$ cat config.mk
export PLATFORM = sky130hd
export DESIGN_NAME = geofence_ctrl
export DESIGN_NICKNAME = d
export VERILOG_FILES = /design/src/rtl/geofence_pkg.sv /design/src/rtl/vec_diff.sv /design/src/rtl/geofence_ctrl.sv
export SDC_FILE = /design/constraint.sdc
export NUM_CORES = 1
export LEC_CHECK = 0
export ABC_AREA = 1
export BUFFER_PORTS_ARGS = -buffer_cell sky130_fd_sc_hd__buf_2
export CAP_MARGIN = 20
export CORE_AREA = 5 5 162 164
export DETAILED_ROUTE_END_ITERATION = 16
export DIE_AREA = 0 0 167 169
export PLACE_DENSITY = 0.73
export SLEW_MARGIN = 20
export SYNTH_ARGS = -nofsm -noshare
export SYNTH_HDL_FRONTEND = slang
export SYNTH_SLANG_ARGS = --single-unit
$ cat constraint.sdc
create_clock -name clk -period 6.8 [get_ports clk]
set_input_delay 0.34 -clock clk [delete_from_list [all_inputs] [get_ports clk]]
set_output_delay 0.34 -clock clk [all_outputs]
set_load 0.05 [all_outputs]
$ cat src/rtl/geofence_pkg.sv
// rtl/geofence_pkg.sv - shared widths, FSM encoding and point helpers for the geofence engine
// A point is packed {x, y}, COORD_W bits each, unsigned.
// A vector is packed {dx, dy}, VEC_W bits each, two's complement.
package geofence_pkg;

  localparam int NUM_FENCE  = 6;
  localparam int NUM_PTS    = NUM_FENCE + 1;
  localparam int COORD_W    = 10;
  localparam int VEC_W      = 11;
  localparam int PT_W       = 2 * COORD_W;
  localparam int CV_W       = 2 * VEC_W;
  localparam int PT_BUS_W   = NUM_PTS * PT_W;
  localparam int SORT_BUS_W = (NUM_FENCE - 1) * PT_W;

  typedef enum logic [2:0] {
    S_IDLE      = 3'd0,
    S_LOAD      = 3'd1,
    S_SORT_REQ  = 3'd2,
    S_SORT_WAIT = 3'd3,
    S_TEST      = 3'd4,
    S_DONE      = 3'd5
  } state_t;

  function automatic logic [PT_W-1:0] pack_pt(input logic [COORD_W-1:0] x,
                                              input logic [COORD_W-1:0] y);
    return {x, y};
  endfunction

  function automatic logic [COORD_W-1:0] pt_x(input logic [PT_W-1:0] p);
    return p[PT_W-1:COORD_W];
  endfunction

  function automatic logic [COORD_W-1:0] pt_y(input logic [PT_W-1:0] p);
    return p[COORD_W-1:0];
  endfunction

endpackage

$ cat src/rtl/vec_diff.sv
// rtl/vec_diff.sv - component-wise difference of two points as a signed vector
// Ports:
//   a    in  PT_W  minuend point {x,y}
//   b    in  PT_W  subtrahend point {x,y}
//   diff out CV_W  {a.x-b.x, a.y-b.y}, each VEC_W-bit two's complement
// Zero-extending both operands by one bit makes the result exact: no overflow
// is possible for 10-bit unsigned inputs.
module vec_diff
  import geofence_pkg::*;
(
  input  logic [PT_W-1:0] a,
  input  logic [PT_W-1:0] b,
  output logic [CV_W-1:0] diff
);

  logic [VEC_W-1:0] dx;
  logic [VEC_W-1:0] dy;

  assign dx   = {1'b0, pt_x(a)} - {1'b0, pt_x(b)};
  assign dy   = {1'b0, pt_y(a)} - {1'b0, pt_y(b)};
  assign diff = {dx, dy};

endmodule

$ cat src/rtl/geofence_ctrl.sv
// rtl/geofence_ctrl.sv - geofence sequencer: load points, request sort, walk fence edges
// Ports:
//   clk, reset        clock, asynchronous active-high reset
//   in_valid, X, Y    serial point input (object first, then G1..G6)
//   pt_bus            seven stored points, [19:0]=object, [39:20]=G1 .. [139:120]=G6
//   sort_start        one-cycle request to the angular sorter
//   sort_done         sorter completion pulse (only honoured while waiting)
//   sorted_bus        sorter output G2..G6, packed like pt_bus
//   cp_v1, cp_v2      vectors to the shared cross-product unit, zero outside TEST
//   cp_cw             orientation answer for (cp_v1, cp_v2), same cycle
//   busy, valid       job in progress / one-cycle result strobe
//   is_inside         result, held until the next valid
// Build option: GEOFENCE_EARLY_EXIT_EN ends the edge walk at the first edge
// whose orientation disagrees with edge 0.
module geofence_ctrl
  import geofence_pkg::*;
(
  input  logic                  clk,
  input  logic                  reset,
  input  logic                  in_valid,
  input  logic [COORD_W-1:0]    X,
  input  logic [COORD_W-1:0]    Y,
  output logic [PT_BUS_W-1:0]   pt_bus,
  output logic                  sort_start,
  input  logic                  sort_done,
  input  logic [SORT_BUS_W-1:0] sorted_bus,
  output logic [CV_W-1:0]       cp_v1,
  output logic [CV_W-1:0]       cp_v2,
  input  logic                  cp_cw,
  output logic                  busy,
  output logic                  valid,
  output logic                  is_inside
);

  state_t                state_q, state_d;
  logic [2:0]            cnt_q, cnt_d;
  logic [2:0]            k_q, k_d;
  logic [PT_BUS_W-1:0]   pt_q, pt_d;
  logic                  ref_q, ref_d;
  logic                  flag_q, flag_d;
  logic                  sort_start_q, sort_start_d;
  logic                  busy_q, busy_d;
  logic                  valid_q, valid_d;
  logic                  is_inside_q, is_inside_d;

  logic [PT_W-1:0]       obj_pt;
  logic [PT_W-1:0]       f_cur;
  logic [PT_W-1:0]       f_nxt;
  logic                  mismatch;
  logic                  last_edge;
  logic                  finish;

  // Operands are forced to zero outside TEST so both vectors read as zero.
  always_comb begin
    obj_pt = '0;
    f_cur  = '0;
    f_nxt  = '0;
    if (state_q == S_TEST) begin
      obj_pt = pt_q[PT_W-1:0];
      for (int i = 0; i < NUM_FENCE; i++) begin
        if (k_q == 3'(i)) begin
          f_cur = pt_q[(i + 1) * PT_W +: PT_W];
          // Edge from the last fence point closes back onto G1.
          f_nxt = pt_q[(((i + 1) % NUM_FENCE) + 1) * PT_W +: PT_W];
        end
      end
    end
  end

  vec_diff u_v1 (
    .a    (f_cur),
    .b    (obj_pt),
    .diff (cp_v1)
  );

  vec_diff u_v2 (
    .a    (f_nxt),
    .b    (f_cur),
    .diff (cp_v2)
  );

  // Edge 0 defines the reference orientation, so it can never mismatch.
  assign mismatch = (k_q != 3'd0) && (cp_cw != ref_q);

  always_comb begin
    state_d      = state_q;
    cnt_d        = cnt_q;
    k_d          = k_q;
    pt_d         = pt_q;
    ref_d        = ref_q;
    flag_d       = flag_q;
    sort_start_d = 1'b0;
    busy_d       = busy_q;
    valid_d      = 1'b0;
    is_inside_d  = is_inside_q;
    last_edge    = 1'b0;
    finish       = 1'b0;

    case (state_q)
      S_IDLE: begin
        if (in_valid) begin
          pt_d[PT_W-1:0] = pack_pt(X, Y);
          cnt_d          = 3'd1;
          busy_d         = 1'b1;
          state_d        = S_LOAD;
        end
      end

      S_LOAD: begin
        if (in_valid) begin
          for (int i = 1; i < NUM_PTS; i++) begin
            if (cnt_q == 3'(i)) begin
              pt_d[i * PT_W +: PT_W] = pack_pt(X, Y);
            end
          end
          if (cnt_q == 3'(NUM_FENCE)) begin
            cnt_d        = 3'd0;
            sort_start_d = 1'b1;
            state_d      = S_SORT_REQ;
          end else begin
            cnt_d = cnt_q + 3'd1;
          end
        end
      end

      S_SORT_REQ: begin
        state_d = S_SORT_WAIT;
      end

      S_SORT_WAIT: begin
        if (sort_done) begin
          // G1 is the sort anchor and is never reordered.
          pt_d[PT_BUS_W-1:2*PT_W] = sorted_bus;
          k_d                     = 3'd0;
          state_d                 = S_TEST;
        end
      end

      S_TEST: begin
        last_edge = (k_q == 3'(NUM_FENCE - 1));
        if (k_q == 3'd0) begin
          ref_d  = cp_cw;
          flag_d = 1'b1;
        end else if (mismatch) begin
          flag_d = 1'b0;
        end
`ifdef GEOFENCE_EARLY_EXIT_EN
        finish = last_edge || mismatch;
`else
        finish = last_edge;
`endif
        if (finish) begin
          // flag_q is stale only at k=0, which can never be the final edge.
          is_inside_d = flag_q & ~mismatch;
          valid_d     = 1'b1;
          busy_d      = 1'b0;
          k_d         = 3'd0;
          state_d     = S_DONE;
        end else begin
          k_d = k_q + 3'd1;
        end
      end

      S_DONE: begin
        state_d = S_IDLE;
      end

      default: begin
        state_d = S_IDLE;
      end
    endcase
  end

  always_ff @(posedge clk or posedge reset) begin
    if (reset) begin
      state_q      <= S_IDLE;
      cnt_q        <= 3'd0;
      k_q          <= 3'd0;
      pt_q         <= '0;
      ref_q        <= 1'b0;
      flag_q       <= 1'b0;
      sort_start_q <= 1'b0;
      busy_q       <= 1'b0;
      valid_q      <= 1'b0;
      is_inside_q  <= 1'b0;
    end else begin
      state_q      <= state_d;
      cnt_q        <= cnt_d;
      k_q          <= k_d;
      pt_q         <= pt_d;
      ref_q        <= ref_d;
      flag_q       <= flag_d;
      sort_start_q <= sort_start_d;
      busy_q       <= busy_d;
      valid_q      <= valid_d;
      is_inside_q  <= is_inside_d;
    end
  end

  assign pt_bus     = pt_q;
  assign sort_start = sort_start_q;
  assign busy       = busy_q;
  assign valid      = valid_q;
  assign is_inside  = is_inside_q;

endmodule
# [Word level (Yosys, flattened, before mapping)]
# Index checks and enable logic that the tools add are counted.
[totals] ff_bits=155 wordCells=118
[op_classes] addsub=6 n_eq_ne=25 mux=46 bitwise=2 n_reduce_logical=23
[ops] op="$mux 20" n=21
[ops] op="$pmux 100 s2" n=1
[ops] op="$mux 120" n=1
[ops] op="$mux 100" n=1
[ops] op="$sub 10x10->11" n=4
[ops] op="$mux 3" n=9
[ops] op="$reduce_and 4->1" n=5
[ops] op="$eq 3x2->1 const B" n=6
[ops] op="$eq 3x3->1 const B" n=6
[ops] op="$ne 2x2->1 const B" n=8
[ops] op="$pmux 3 s5" n=1
[ops] op="$pmux 3 s2" n=2
[ops] op="$reduce_and 2->1" n=5
[ops] op="$reduce_bool 2->1" n=5
[ops] op="$eq 3x1->1 const B" n=3
[ops] op="$mux 1" n=9
[ops] op="$reduce_and 3->1" n=3
[ops] op="$add 3x1->3 const B" n=2
[ops] op="$logic_not 3->1" n=2
[ops] op="$reduce_and 5->1" n=1
[ops] op="$reduce_bool 3->1" n=1
[ops] op="$ne 2x1->1 const B" n=1
[ops] op="$pmux 1 s2" n=1
[ops] op="$and 1x1->1" n=1
[ops] op="other kinds (3)" n=3

# [Depth between registers and ports, before layout]
# Gate-level depths: netlist of run 1.
[logic_depth] word_depth=9 depth_mapped=23 depth_no_buf=21

# [Cells and area by module]
# From an unflattened synthesis of run 1, not the netlist that was laid out.
[unflattened] cells_unflattened=2006 area_unflattened_um2=12170.4
[modules_own_cells] module="geofence_ctrl" n_inst=1 cells_per_inst=1622 area_per_inst_um2=10038.4 seq_area_each_um2=3878.7
[modules_own_cells] module="vec_diff" n_inst=2 cells_per_inst=192 area_per_inst_um2=1066.0 seq_area_each_um2=0.0

# [Worst setup path after synthesis of run 1]
# OpenSTA, ideal clock, no wires.
[synth_timing] path_type="register -> output" start="reg k_q[2]" end="out cp_v2[21]" t_arrival_ns=4.344 t_required_ns=6.460 setup_slack_ns=2.116 stages_incl_launch_ff=21 path_buffers=4 cell_sequence="dfrtp_1 > inv_2 > buf_1 > ha_1 > clkbuf_1 > clkbuf_1 > clkbuf_1 > a21oi_1 > a221oi_1 > o22ai_1 > ha_1 > a21oi_1 > o21ai_0 > nand2_1 > nand2_1 > a21oi_1 > nor2_1 > nor2_1 > o21bai_1 > a21o_1 > a21oi_1"
[synth_between] elab_chain_cells=9 word_cells_on_any_way=21
[synth_lines] item="start, declared" line="geofence_ctrl.sv:37" rtl="logic [2:0] k_q, k_d;"
[synth_lines] item="start signal, assigned" line="geofence_ctrl.sv:189" rtl="k_q <= k_d;"
[synth_lines] item="$logic_not 3->1" line="geofence_ctrl.sv:61" rtl="if (k_q == 3'(i)) begin"
[synth_lines] item="$mux 20 (6 in a row)" line="geofence_ctrl.sv:61"
[synth_lines] item="$mux 20" line="geofence_ctrl.sv:58" rtl="if (state_q == S_TEST) begin"
[synth_lines] item="$sub 10x10->11 (*)" line="vec_diff.sv:19" rtl="assign dx = {1'b0, pt_x(a)} - {1'b0, pt_x(b)};"
[synth_lines] item="end, declared" line="geofence_ctrl.sv:28" rtl="output logic [CV_W-1:0] cp_v2,"
# Every way passes the cells marked *; elsewhere a longest branch is shown, timed or not.

# [Worst setup path after layout of run 1]
[layout_timing] start="reg state_q[0]" end="out cp_v1[20]"
[layout_between] elab_chain_cells=3 word_cells_on_any_way=4
[layout_lines] item="start, declared" line="geofence_ctrl.sv:35" rtl="state_t state_q, state_d;"
[layout_lines] item="start signal, assigned" line="geofence_ctrl.sv:187" rtl="state_q <= state_d;"
[layout_lines] item="$eq 3x3->1 (*)" line="geofence_ctrl.sv:58"
[layout_lines] item="$mux 20" line="geofence_ctrl.sv:58"
[layout_lines] item="$sub 10x10->11 (*)" line="vec_diff.sv:19"
[layout_lines] item="end, declared" line="geofence_ctrl.sv:27" rtl="output logic [CV_W-1:0] cp_v1,"
# Marks and branches as above.

==> load_flow_metrics.sql, run 1 <==
INSERT INTO impl_metrics (metric_group, metric, value, unit) VALUES
('run_status', 'outcome', 'completed', ''),
('layout', 'nNetsFinal', '1859', ''),
('global_routing', 'maximum_number_of_pins_on_one_net_before_global_route_repair', '84', ''),
('floorplanning', 'io_pins', '313', ''),
('yosys', 'synth_area', '0.0107', 'mm^2'),
('sta', 'post-route-min-period', '5650', 'ps'),
('sta', 'maxClockFrequency', '177', 'MHz'),
('run', 'drv.max_cap_violation_count', '0', ''),
('critical_path', 'cp_data_arrival_time', '5310', 'ps'),
('yosys', 'synth-seq-area-share', '36.3', '%'),
('sta', 'finalHoldViolCount', '0', ''),
('clock_tree', 'ctsRootBufferMaster', 'clkbuf_16', ''),
('global_routing', 'first_global_vias', '11221', ''),
('placed_design', 'gpl.final_weighted_congestion', '0.982', ''),
('yosys', 'net_count_after_synthesis', '1617', ''),
('route', 'routedWlPerCell', '21.1', 'um'),
('sta', 'setup-tns-final', '0', 'ps'),
('sta', 'clock-skew-final', '15.1', 'ps'),
('global_routing', 'grt_antenna_before_repair', '0', ''),
('yosys', 'synth_enable_flop_cells', '0', ''),
('clock_tree', 'postCtsHoldBufs', '0', ''),
('global_routing', 'grt_use_total', '29.7', '%'),
('critical_path', 'worstPathRequired', '6460', 'ps'),
('route', 'avg_vias_per_cell', '5.94', ''),
('clock_tree', 'cts_resized', '0', ''),
('floorplanning', 'core_region_area', '0.0247', 'mm^2'),
('sta', 'worst_pin_slew', '986', 'ps'),
('placed_design', 'detailed_place.area', '0.0124', 'mm^2'),
('sta', 'rsz_0062_raised_after_global_routing', 'no', ''),
('yosys', 'synth-warning-count', '0', ''),
('floorplanning', 'rows', '58', ''),
('sta', 'setup_viol', '0', ''),
('route', 'wirelength', '43000', 'um'),
('yosys', 'ys_types', '43', ''),
('clock_tree', 'worst_setup_hold_path_clk_slew', '70', 'ps'),
('min_path', 'holdCritPathClass', 'in2async', ''),
('layout', 'layout.cells.most_common_list', '312 x buf_2, 188 x nand2_1, 164 x inv_1, 153 x dfrtp_1, 142 x nor2_1', ''),
('layout', 'drive_gt1_share', '23.5', '%'),
('floorplanning', 'start_util', '43.2', '%'),
('route', 'detail-route-antenna-nets', '0', ''),
('yosys', 'postSynthRegisterBits', '155', ''),
('clock_tree', 'post_cts_buffers', '0', ''),
('clock_tree', 'clock_tree.htree_level_count', '4', ''),
('sta', 'fin_crit_sh', '83.1', '%'),
('placed_design', 'place_hpwl', '33200', 'um'),
('floorplanning', 'die_width', '167', 'um'),
('yosys', 'synth_ff_type', 'dfrtp_1', ''),
('yosys', 'avgSynthCellArea', '7.35', 'um^2'),
('critical_path', 'maximum_net_fanout_on_the_critical_path', '29', ''),
('layout', 'finalInstanceArea', '0.0130', 'mm^2'),
('route', 'drc_errors', '0', ''),
('floorplanning', 'floorplan.die_area', '0.0282', 'mm^2'),
('route', 'drt_pass1_iterations', '6', ''),
('yosys', 'netlist_instances', '1452', ''),
('sta', 'finalMaxSlewViolations', '0', ''),
('global_routing', 'grt_remaining_overflow', '0', ''),
('critical_path', 'end_kind', 'output pin', ''),
('sta', 'slew-limit-headroom', '33.7', '%'),
('layout', 'layout.cells.most_common', 'buf_2', ''),
('clock_tree', 'tritoncts.num_buffers', '17', ''),
('yosys', 'synth_async_sr_flop_share', '100', '%'),
('clock_tree', 'clock_sink_count', '155', ''),
('layout', 'layout_stage_area_growth_over_the_synthesis_result', '21.7', '%'),
('route', 'vias', '12095', ''),
('global_routing', 'grt_first_pass_wirelength', '66400', 'um'),
('clock_tree', 'clkLatencyLatePin', '440', 'ps'),
('floorplanning', 'fp.dieH', '169', 'um'),
('layout', 'antennaDiodeCount', '0', ''),
('placed_design', 'io_buffer_count', '312', ''),
('critical_path', 'worst-setup-path-type', 'reg2out', ''),
('route', 'initialDrtViolationCount', '1350', ''),
('critical_path', 'setup.worst_path.start_class', 'register', ''),
('clock_tree', 'cts_tree', 'done', ''),
('clock_tree', 'cts.path.max_buffers', '2', '');
[layer usage]
layer	wire length (um)	GRT usage, %	up-vias
met2	18100	42.4	719
li1	-	-	5613
met4	1040	8.50	0
met3	4150	5.14	62
met1	19600	45.9	5701
met5	0	0	-
[flip-flops by register name, indices dropped and copies added, names as in the netlist]
| name | cells |
|---|---|
| flag_q | 1 |
| busy | 1 |
| cnt_q | 3 |
| k_q | 3 |
| pt_bus | 140 |
| is_inside | 1 |
| ref_q | 1 |
| state_q | 3 |
| valid | 1 |
| sort_start | 1 |
[Yosys cell counts (2+ instances only)]
| cell | n | area share (%) |
|---|---|---|
| buf_1 | 4 | 0.14 |
| inv_1 | 166 | 5.8 |
| a21o_1 | 16 | 1.1 |
| dfrtp_1 | 155 | 36 |
| nor3_1 | 7 | 0.33 |
| o221ai_1 | 14 | 1.1 |
| nand3b_1 | 3 | 0.21 |
| o21ai_0 | 101 | 4.7 |
| nand2_1 | 188 | 6.6 |
| ha_1 | 38 | 4.5 |
| xor2_1 | 16 | 1.3 |
| a31oi_1 | 84 | 4.9 |
| xnor2_1 | 7 | 0.57 |
| nand4_1 | 102 | 6.0 |
| a211oi_1 | 2 | 0.14 |
| o31ai_1 | 2 | 0.14 |
| a221oi_1 | 15 | 1.2 |
| a32oi_1 | 15 | 1.2 |
| a21oi_1 | 100 | 4.7 |
| or2_2 | 14 | 0.82 |
| o211ai_1 | 37 | 2.6 |
| inv_2 | 9 | 0.32 |
| o21bai_1 | 3 | 0.21 |
| clkbuf_1 | 90 | 3.2 |
| nand3_1 | 66 | 3.1 |
| fa_1 | 2 | 0.37 |
| a21boi_1 | 3 | 0.21 |
| nor4_1 | 3 | 0.18 |
| buf_2 | 13 | 0.61 |
| nor2_1 | 142 | 5.0 |
| o21ai_1 | 3 | 0.14 |
| o21a_1 | 3 | 0.21 |
| a22oi_1 | 3 | 0.21 |
| o22ai_1 | 17 | 1.0 |
[worst paths after layout]
check / start / to / slack [ps] / cells after the start
max: state_q[0] / cp_v1[20] / 1150 / 18
min: reset / pt_bus[93] / 40 / 2
max reg2reg: state_q[2] / pt_bus[119] / 3690 / 8
min reg2reg: pt_bus[9] / pt_bus[9] / 510 / 2
max in group asynchronous: reset / state_q[0] / 5280 / 3
min in group clk: cp_cw / ref_q / 180 / 2
[worst max-delay path, cell delays in order, from the launching register on]
cell      delay [ps]
dfrtp_2          550
inv_2            180
nand2_1          120
nor2_4           530
nand2_1          570
inv_1            750
a32oi_1          300
inv_1            110
ha_1             270
nand2_1           80
nor2_1            40
a211oi_1         330
o21ai_0          200
nand3_1          100
nand2_1           80
a21oi_1          130
o21ai_0          110
xor2_1           130
buf_2            280
[logic make-up (layout without fill, tap and decap cells)]
| logic type | after synthesis | in the layout | synth area share, % |
|---|---|---|---|
| AO/OA/AOI/OAI | 421 | 421 | 24.2 |
| XOR/XNOR | 23 | 23 | 1.89 |
| adder cells (fa/ha/maj) | 40 | 40 | 4.83 |
| buffers and inverters | 283 | 538 | 10.1 |
| flip-flops | 155 | 155 | 36.3 |
| multiplexers | 1 | 1 | 0.105 |
| AND/OR/NAND/NOR | 529 | 529 | 22.5 |
[area by class of cell]
type	count	area, um^2
Clock buffer	17	425
Clock inverter	15	163
Fill cell	2434	11700
Inverter	175	662
Multi-Input combinational cell	1014	5750
Sequential cell	155	3880
Tap cell	330	413
Timing Repair Buffer	331	1700
[per-stage QoR]
stage                     hold slack [ps]  instances  utilization, %  setup slack [ps]
after floorplan                       452       1452               -              2120
after global placement                492       2005            50.1              1780
after detailed placement              499       2005            50.1              1670
after CTS                            75.8       2037            52.5              1220
after global routing                  106       2037            52.5               689
final                                41.4       2037            52.5              1150
Power of run 1 is not shown: default switching activity piles up to over one toggle a cycle in this logic, so the estimate is an artifact.
==> inputs of run 2 (changes only) <==
- ABC_AREA: 1 -> 0
- CORE_AREA: 5 5 162 164 -> 5 5 159 161
- DIE_AREA: 0 0 167 169 -> 0 0 164 166
- clock period: 6.8 -> 5.5 ns (I/O delays scaled with it)
==> load_flow_metrics.sql, run 2 <==
INSERT INTO impl_metrics (metric_group, metric, value, unit) VALUES
('sta', 'fin_crit_sh', '91.2', '%'),
('clock_tree', 'postCtsHoldBufs', '0', ''),
('critical_path', 'ff_to_ff_end', 'pt_bus[48]', ''),
('pwr', 'vdd.ir_drop.worst', '0.000441', 'V'),
('clock_tree', 'worst_setup_hold_path_clk_slew', '70', 'ps'),
('floorplanning', 'die_width', '164', 'um'),
('run_status', 'outcome', 'completed', ''),
('floorplanning', 'floorplan.die_area', '0.0272', 'mm^2'),
('run', 'drv.max_cap_violation_count', '0', ''),
('yosys', 'ys_types', '70', ''),
('route', 'avg_vias_per_cell', '5.78', ''),
('yosys', 'synth_ff_type', 'dfrtp_1', ''),
('yosys', 'synth_async_sr_flop_share', '100', '%'),
('sta', 'final.setup.worst_slack', '482', 'ps'),
('critical_path', 'worstPathRequired', '5220', 'ps'),
('global_routing', 'first_global_vias', '10123', ''),
('route', 'vias', '10802', ''),
('floorplanning', 'rows', '57', ''),
('sta', 'maxClockFrequency', '199', 'MHz'),
('yosys', 'synth-seq-area-share', '37.8', '%'),
('critical_path', 'setup.worst_path.start_class', 'register', ''),
('yosys', 'synth_area', '0.0103', 'mm^2'),
('placed_design', 'gpl.final_weighted_congestion', '0.891', ''),
('min_path', 'holdCritPathClass', 'in2async', ''),
('layout', 'layout.cells.most_common_list', '311 x buf_2, 189 x a21oi_1, 167 x nand2_1, 159 x o21ai_0, 153 x dfrtp_1', ''),
('pwr', 'cellPowerDensity', '646', 'mW/mm^2'),
('yosys', 'synthAdderAreaFrac', '5.14', '%'),
('yosys', 'main_combinational_cell_family_by_area_after_synthesis', 'compound AO/OA/AOI/OAI gates', ''),
('clock_tree', 'ctsRootBufferMaster', 'clkbuf_16', ''),
('yosys', 'synthXorXnorAreaFrac', '2.05', '%'),
('clock_tree', 'tritoncts.num_buffers', '17', ''),
('floorplanning', 'io_pins', '313', ''),
('yosys', 'yosys-top-cells-area', 'dfrtp_1 38%, a21oi_1 9.3%, o21ai_0 8.0%, nand2_1 6.2%, ha_1 4.6%', ''),
('yosys', 'synth-simple-area-share', '16.1', '%'),
('route', 'drc_errors', '0', ''),
('critical_path', 'worst_path_largest_cell_delay', '640', 'ps'),
('floorplanning', 'start_util', '43.0', '%'),
('yosys', 'yosysMostFrequentCell', 'a21oi_1', ''),
('route', 'detail-route-antenna-nets', '0', ''),
('critical_path', 'maximum_net_fanout_on_the_critical_path', '12', ''),
('critical_path', 'startpoint', 'k_q[2]', ''),
('layout', 'drive_gt1_share', '29.1', '%'),
('yosys', 'avgSynthCellArea', '8.15', 'um^2'),
('layout', 'layout.cells.most_common', 'buf_2', ''),
('yosys', 'synth_top_cell_by_area', 'dfrtp_1', ''),
('critical_path', 'path_cells', 'inv_1 > ha_1 > nor2_4 > o221ai_1 > a21oi_1 > a21oi_1 > a21oi_1 > a22oi_1 > ha_1 > nor2b_1 > o21ai_0 > a21boi_0 > o21ai_0 > a21boi_0 > o21ai_0 > a21boi_0 > or4b_2 > o2111ai_2 > clkbuf_4', ''),
('clock_tree', 'clock_sink_count', '155', ''),
('yosys', 'synth-warning-count', '0', ''),
('layout', 'largest_register_ff_count', '140', ''),
('sta', 'hold_slack', '42.4', 'ps'),
('yosys', 'most_instantiated_cells_after_synthesis', '191 x a21oi_1, 168 x nand2_1, 163 x o21ai_0, 155 x dfrtp_1, 72 x clkbuf_1', ''),
('sta', 'clock-skew-final', '11.7', 'ps'),
('sta', 'worst_pin_slew', '932', 'ps'),
('critical_path', 'reg2reg_depth', '6', ''),
('clock_tree', 'clock_tree.htree_level_count', '4', ''),
('route', 'wirelength', '39900', 'um'),
('sta', 'finalHoldViolCount', '0', ''),
('layout', 'nNetsFinal', '1696', ''),
('critical_path', 'end_kind', 'output pin', ''),
('critical_path', 'setup.worst_path.end', 'cp_v2[20]', ''),
('layout', 'layout_stage_area_growth_over_the_synthesis_result', '24.5', '%'),
('route', 'routedWlPerCell', '21.3', 'um'),
('global_routing', 'grt_first_pass_wirelength', '60800', 'um'),
('placed_design', 'io_buffer_count', '312', ''),
('critical_path', 'regToRegStartpoint', 'state_q[0]', ''),
('yosys', 'net_count_after_synthesis', '1423', ''),
('layout', 'fillerInstances', '2301', ''),
('yosys', 'muxShareOfSynthArea', '5.16', '%'),
('yosys', 'synth_compound_gate_area_share', '28.4', '%'),
('pwr', 'total_leakage_power', '6.09', 'nW'),
('route', 'drt_pass1_iterations', '5', ''),
('yosys', 'synth_enable_flop_cells', '0', ''),
('critical_path', 'worst-setup-path-type', 'reg2out', ''),
('clock_tree', 'cts.path.max_buffers', '2', ''),
('route', 'initialDrtViolationCount', '1325', ''),
('critical_path', 'rrSetupSlack', '2970', 'ps'),
('global_routing', 'grt_remaining_overflow', '0', ''),
('yosys', 'netlist_instances', '1258', ''),
('yosys', 'yosys.area.top_type_share', '37.8', '%'),
('placed_design', 'place_worst_setup_slack', '686', 'ps'),
('sta', 'slew-limit-headroom', '37.9', '%'),
('yosys', 'postSynthRegisterBits', '155', ''),
('global_routing', 'grt_use_total', '28.9', '%'),
('sta', 'post-route-min-period', '5020', 'ps'),
('clock_tree', 'cts_tree', 'done', ''),
('critical_path', 'crit_slowest_cell', 'or4b_2', ''),
('floorplanning', 'core_region_area', '0.0238', 'mm^2'),
('global_routing', 'grt_antenna_before_repair', '2', ''),
('pwr', 'report.power.total', '8.25', 'mW'),
('placed_design', 'place_hpwl', '30700', 'um'),
('global_routing', 'maximum_number_of_pins_on_one_net_before_global_route_repair', '100', ''),
('floorplanning', 'fp.dieH', '166', 'um'),
('sta', 'setup_viol', '0', ''),
('clock_tree', 'clkLatencyLatePin', '440', 'ps'),
('sta', 'finalMaxSlewViolations', '0', ''),
('critical_path', 'cp_data_arrival_time', '4740', 'ps');
==> run 2: cell types whose count changed in the layout (fill, tap and decap cells not counted), sizes merged, moves of 39 or more <==
cell,change
inv,-119
a31oi,-78
a21oi,+93
nand3,-60
nor2,-72
nand2b,+39
nand4,-101
o21ai,+66
==> run 2: stage by stage <==
stage          instance area, um^2  cells  util [%]  setup TNS (ps)
3_3_place_gp                 12100   1831      50.9               0
4_1_cts                      12700   1863      53.3               0
3_5_place_dp                 12100   1831      50.9               0
6_report                     12800   1870      53.6               0
2_1_floorplan                10300   1258         -               0
5_1_grt                      12800   1870      53.6           -6.50
==> run 2: routing by layer <==
layer / GRT usage [%] / up-vias / routed length [um]
met4: 7.84 / 0 / 979
li1: - / 5040 / -
met2: 41.5 / 579 / 17100
met1: 43.6 / 5120 / 17600
met3: 6.68 / 63 / 4240
met5: 0 / - / 0
==> run 2: cell type report <==
cell class,count,area [um^2],area share (%)
repair buffers,342,1800,14.1
inverters,52,200,1.57
clock buffers,17,425,3.33
diodes,2,5.00,0.0392
well taps,324,405,3.18
multi-input cells,963,5900,46.2
clock inverters,15,148,1.16
flip-flops and latches,155,3880,30.4
==> run 2: worst max-delay path: cells and delay by family (launching register included) <==
kind | cells | cell delay [ps]
adders and majority gates | 2 | 590
and+or+nand+nor | 3 | 1020
DFF | 1 | 440
AOI/OAI and AO/OA | 12 | 1880
buffers and inverters | 2 | 390
==> run 2: kinds of logic after synthesis <==
kind of cell    count (synthesis)
simple gates                  356
buf+inv                       140
flops                         155
xor+xnor                       24
mux                            48
compound gates                494
fa+ha+maj                      41
==> run 2: worst min-delay path by stage <==
stage / to / depth (start not counted) / slack, ps / start
finish: pt_bus[45] / 2 / 40 / reset
global route: pt_bus[1] / 3 / 90 / Y[1]
CTS: pt_bus[45] / 2 / 80 / reset
detailed placement: busy / 1 / 480 / busy
global placement: busy / 1 / 460 / busy
floorplan: pt_bus[1] / 2 / 390 / Y[1]
==> run 2: where the power goes <==
group | switching, mW | total [mW] | internal, mW | leakage (nW)
clock | 0.583 | 1.19 | 0.607 | 0.286
combinational | 3.44 | 4.72 | 1.28 | 3.84
sequential | 0.715 | 2.34 | 1.63 | 1.96
==> run 2: timing repair <==
item / CTS / global route
gates resized for setup: 0 / 9
buffers inserted: 0 / 5
endpoints found under the setup margin: 0 / 6
Note: power is estimated with default switching activity, not from simulation.
